--- src/rtl/time_core_hms.sv ---
// Hours/minutes/seconds time core with a two-stage step pipeline, in BCD.
// It supports 24-hour or 12-hour display, field-wise adjust, and an end-of-day pulse.
`timescale 1ns/1ps

module time_core_hms #(
  parameter bit H24 = 1'b1
) (
  input  logic       clk,
  input  logic       rst,
  input  logic       i_tick,
  input  logic       i_count_enable,
  input  logic       i_adjust,
  input  logic [1:0] i_adj_field,
  input  logic       i_adj_down,
  input  logic       i_clear_sec,
  output logic [3:0] o_hr_tens,
  output logic [3:0] o_hr_ones,
  output logic [3:0] o_min_tens,
  output logic [3:0] o_min_ones,
  output logic [3:0] o_sec_tens,
  output logic [3:0] o_sec_ones,
  output logic       o_pm,
  output logic       o_day_pulse
);

  typedef enum logic [1:0] {
    FLD_SEC  = 2'd0,
    FLD_MIN  = 2'd1,
    FLD_HR   = 2'd2,
    FLD_NONE = 2'd3
  } field_e;

  // Stage-1 command register
  logic   r_cmd_valid;
  logic   r_cmd_adjust;
  field_e r_cmd_field;
  logic   r_cmd_down;

  // Time state. Hours are kept as 0..23 in both modes, so the 12-hour walk is the 24-hour walk.
  logic [7:0] r_sec;
  logic [7:0] r_min;
  logic [4:0] r_hr;
  logic       r_day_pulse;

  logic       w_cmd_valid;
  logic [7:0] w_sec_nxt;
  logic [7:0] w_min_nxt;
  logic [4:0] w_hr_nxt;
  logic       w_day_nxt;
  logic [7:0] w_hr_bcd;

  // Step a two-digit BCD value in the range 00..59, with wraparound at both ends.
  function automatic logic [7:0] bcd59_step(input logic [7:0] v, input logic down);
    logic [3:0] t;
    logic [3:0] o;
    t = v[7:4];
    o = v[3:0];
    if (down) begin
      if (o == 4'd0) begin
        o = 4'd9;
        t = (t == 4'd0) ? 4'd5 : t - 4'd1;
      end else begin
        o = o - 4'd1;
      end
    end else begin
      if (o == 4'd9) begin
        o = 4'd0;
        t = (t == 4'd5) ? 4'd0 : t + 4'd1;
      end else begin
        o = o + 4'd1;
      end
    end
    return {t, o};
  endfunction

  function automatic logic [4:0] hr_step(input logic [4:0] h, input logic down);
    if (down) return (h == 5'd0)  ? 5'd23 : h - 5'd1;
    else      return (h == 5'd23) ? 5'd0  : h + 5'd1;
  endfunction

  function automatic logic [7:0] hr_to_bcd(input logic [4:0] h);
    logic [4:0] d;
    if (H24)             d = h;
    else if (h == 5'd0)  d = 5'd12;
    else if (h > 5'd12)  d = h - 5'd12;
    else                 d = h;
    if (d >= 5'd20)      return {4'd2, 4'(d - 5'd20)};
    else if (d >= 5'd10) return {4'd1, 4'(d - 5'd10)};
    else                 return {4'd0, d[3:0]};
  endfunction

  assign w_cmd_valid = i_tick & (i_adjust ? (i_adj_field != FLD_NONE) : i_count_enable);

  // NOTE: every variable gets a default at the top of the block, so no path can infer a latch.
  always_comb begin
    w_sec_nxt = r_sec;
    w_min_nxt = r_min;
    w_hr_nxt  = r_hr;
    w_day_nxt = 1'b0;
    if (r_cmd_valid) begin
      if (r_cmd_adjust) begin
        case (r_cmd_field)
          FLD_SEC: w_sec_nxt = bcd59_step(r_sec, r_cmd_down);
          FLD_MIN: w_min_nxt = bcd59_step(r_min, r_cmd_down);
          FLD_HR:  w_hr_nxt  = hr_step(r_hr, r_cmd_down);
          default: ;
        endcase
      end else begin
        w_sec_nxt = bcd59_step(r_sec, 1'b0);
        if (r_sec == 8'h59) begin
          w_min_nxt = bcd59_step(r_min, 1'b0);
          if (r_min == 8'h59) begin
            w_hr_nxt  = hr_step(r_hr, 1'b0);
            w_day_nxt = (r_hr == 5'd23);
          end
        end
      end
    end
    // Clearing the seconds drops the pending step entirely, including any minute carry.
    if (i_clear_sec) begin
      w_sec_nxt = 8'h00;
      w_min_nxt = r_min;
      w_hr_nxt  = r_hr;
      w_day_nxt = 1'b0;
    end
  end

  // NOTE: sequential state uses non-blocking assignments only, so every register samples pre-edge values.
  always_ff @(posedge clk) begin
    if (rst) begin
      r_cmd_valid  <= 1'b0;
      r_cmd_adjust <= 1'b0;
      r_cmd_field  <= FLD_NONE;
      r_cmd_down   <= 1'b0;
      r_sec        <= 8'h00;
      r_min        <= 8'h00;
      r_hr         <= 5'd0;
      r_day_pulse  <= 1'b0;
    end else begin
      r_cmd_valid  <= w_cmd_valid;
      r_cmd_adjust <= i_adjust;
      r_cmd_field  <= field_e'(i_adj_field);
      r_cmd_down   <= i_adj_down;
      r_sec        <= w_sec_nxt;
      r_min        <= w_min_nxt;
      r_hr         <= w_hr_nxt;
      r_day_pulse  <= w_day_nxt;
    end
  end

  assign w_hr_bcd    = hr_to_bcd(r_hr);
  assign o_hr_tens   = w_hr_bcd[7:4];
  assign o_hr_ones   = w_hr_bcd[3:0];
  assign o_min_tens  = r_min[7:4];
  assign o_min_ones  = r_min[3:0];
  assign o_sec_tens  = r_sec[7:4];
  assign o_sec_ones  = r_sec[3:0];
  assign o_pm        = (r_hr >= 5'd12);
  assign o_day_pulse = r_day_pulse;

endmodule
--- config.mk ---
export PLATFORM = sky130hd
export DESIGN_NAME = time_core_hms
export DESIGN_NICKNAME = d
export VERILOG_FILES = /design/src/rtl/time_core_hms.sv
export SDC_FILE = /design/constraint.sdc
export NUM_CORES = 1
export LEC_CHECK = 0
export ABC_AREA = 1
export BUFFER_PORTS_ARGS = -buffer_cell sky130_fd_sc_hd__buf_4
export CORE_MARGIN = 2
export CORE_UTILIZATION = 45
export DETAILED_ROUTE_END_ITERATION = 10
export MAX_ROUTING_LAYER = met4
export PLACE_DENSITY = 0.71
export SYNTH_ARGS = -nofsm -noshare
export SYNTH_HDL_FRONTEND = slang
export SYNTH_SLANG_ARGS = --single-unit
export TNS_END_PERCENT = 20
--- constraint.sdc ---
create_clock -name clk -period 4.21 [get_ports clk]
set_input_delay 0.842 -clock clk [delete_from_list [all_inputs] [get_ports clk]]
set_output_delay 0.842 -clock clk [all_outputs]
set_load 0.005 [all_outputs]
==> impl_metrics.toml <==
[outcome]
outcome = "finished clean"

[cts]
numClockSinks = 27
cts-root-buf = "clkbuf_8"
path_clk_slew_ns = 0.10
clkLatencyLatePin_ns = 0.28
cts_max_level = 1
cts-resized-gates = 0
cts_tree = "built"
clockBufferDepth = 2
ctsHoldBuffers = 0
cts-buffers-inserted = 3
postCtsSetupRepairBufs = 0

[worst_setup_path]
regToRegEndpoint = "r_hr[2]"
cp.arrival_ns = 1.96
cp_max_fo = 8
reg2regPathDepth = 7
critPathLaunchType = "register"
r2r_slack_ns = 2.51
required_ns = 3.37
r2r_start = "r_hr[0]"
worstSetupEndpoint = "o_hr_ones[2]"
critPathKind = "register to primary output"
startpoint = "r_hr[2]"
timing.critical_path.to_type = "primary output"

[grt]
overflow = 0
grt_pass1_wl_mm = 7.48
antenna_found_initial = 0
grt_max_degree = 19
gr-usage-all-layers_pct = 18.5
grt_pass1_vias = 1732

[route]
dr_wl_met2_mm = 1.88
first_pass_iters = 4
m1WireLength_mm = 2.22
vias = 1975
dr.max_layer_used = "met4"
dr.first_iter.drc_count = 88
post_drt_wl_per_cell_um = 11.2
drc_errors = 0
ant_nets = 0
routed_wl_mm = 4.30
routed_via_density = 5.16
wl_met3_um = 152

[timing]
min_period_ns = 2.81
slew_headroom_pct = 63.6
setup_tns_ns = 0
clock.fmax_ghz = 0.356
fin_skew_ns = 0.00372
final.setup.worst_slack_ns = 1.40
rsz0062_at_grt = "false"
setup_viol = 0
finalHoldViolations = 0
fin_crit_sh_pct = 66.7
finalMaxSlewViolations = 0
worst_pin_slew_ns = 0.545

[finish]
multi_input_area_um2 = 1260
seq_area_um2 = 541
area_growth_pct = 15.5
utilization_pct = 53.5
drive_gt1_share_pct = 18.1
final_area_um2 = 2300
final_nets = 351
antenna_cells = 0
fill_cells = 439

[die]
initial_core_util_pct = 46.3
rows = 24
die_width_um = 70.5
io_pins = 35
coreArea_um2 = 4290
die_h_um = 70.5
die-area_um2 = 4970

[pwr]
power_leakage_nw = 1.03
fin_total_pwr_uw = 465
p_per_area_nw_per_um2 = 203
vdd_drop_max_v = 0.000136

[place]
placed_cell_area_um2 = 2250
pre_cts_ws_ns = 1.72
port_buffers = 32
hpwl_mm = 3.19
gp_congestion = 0.869

[synthesis]
synth_edf_count = 0
ys_warn_count = 0
synth_area_um2 = 1990
synthCells = 303
synth_cell_types = 38
synth-main-ff-cell = "dfxtp_1"
syn-mean-instance-area_um2 = 6.56
synth_seq_cells = 27
ys_async_sr_fraction_pct = 0
yosysSeqAreaShare_pct = 27.2

[worst_hold_path]
hold_path.class = "register to register"

[run]
cap_violations = 0
[power by group]
group / total, mW / switching, mW / internal [mW]
sequential: 0.265 / 0.00525 / 0.259
combinational: 0.0454 / 0.0273 / 0.0181
clock: 0.155 / 0.0876 / 0.0673
[synth_stat cells, types with 3 or more instances]
library cell   n  area [um^2]
buf_4          3         22.5
or2_2          3         18.8
nand2_1       61          229
nand2_2        5         31.3
a21oi_1       26          130
dfxtp_1       27          541
o211ai_1       3         22.5
buf_2          4         20.0
inv_2          4         15.0
o21ai_0       23          115
nand3_1       22          110
o21ai_1       10         50.1
nand4_1        3         18.8
nor2_1        32          120
inv_1         32          120
xor2_1         9         78.8
ha_1          10          125
[placed cells by master (no fill, tap or decap), drive strengths merged]
master and n:
nor2 36, nand3 24, inv 36, nand4 4
o211ai 3, nand2 66, clkinvlp 1, or2 4
xor2 9, o221ai 1, a211oi 1, dfxtp 27
xnor2 2, clkinv 1, a31oi 1, o22ai 1
ha 10, a21o 1, a21oi 28, buf 32
o21bai 2, nor4 1, o21ai 34, conb 2
a21boi 1, clkbuf 3
[metal layers]
| layer | vias up | track usage (%) |
|---|---|---|
| met5 | - | - |
| met4 | 0 | 4.49 |
| met3 | 5 | 2.31 |
| met2 | 46 | 28.5 |
| met1 | 880 | 25.6 |
| li1 | 1044 | - |
[logic make-up after synthesis]
| kind of cell | after synthesis | share of synthesized area (%) |
|---|---|---|
| buf+inv | 46 | 9.57 |
| other cells | 1 | 0.189 |
| xor+xnor | 11 | 4.85 |
| simple gates | 135 | 31.4 |
| flops | 27 | 27.2 |
| compound gates | 73 | 20.5 |
| fa+ha+maj | 10 | 6.29 |
[through the flow]
stage	hold slack (ns)	std cells
after floorplan	0.483	304
after detailed placement	0.495	379
final	0.518	383
after global routing	0.542	383
after global placement	0.487	379
after CTS	0.513	383
[state kept, by name, summed over array words and instances, names as in the netlist]
signal / count
o_day_pulse: 1
r_cmd_adjust: 1
r_cmd_down: 1
r_cmd_field: 2
r_cmd_valid: 1
r_hr: 5
r_min: 8
r_sec: 8
[how the worst min path moves through the flow]
stage / slack (ns) / cells past startpoint / start / end
final: 0.52 / 2 / r_sec[7] / r_sec[7]
after global routing: 0.54 / 2 / r_sec[7] / r_sec[7]
after CTS: 0.51 / 2 / r_sec[7] / r_sec[7]
after detailed placement: 0.49 / 2 / r_sec[7] / r_sec[7]
after global placement: 0.49 / 2 / r_sec[7] / r_sec[7]
after floorplan: 0.48 / 2 / r_sec[7] / r_sec[7]
[worst max-delay path, cell delays in order (launching register included)]
cell and delay [ns]:
dfxtp_1 0.48, inv_1 0.21, ha_1 0.25, inv_1 0.07, a21oi_1 0.04, o21ai_0 0.21
nand2_1 0.13, o221ai_1 0.17, buf_4 0.14
[area by class of cell]
class / count / area share, %
inverters: 37 / 6.10
clock inverters: 1 / 0.327
flip-flops and latches: 27 / 23.5
multi-input cells: 231 / 54.9
repair buffers: 32 / 10.5
clock buffers: 3 / 1.80
well taps: 52 / 2.83
No activity file was read; power rests on OpenSTA's default activity.
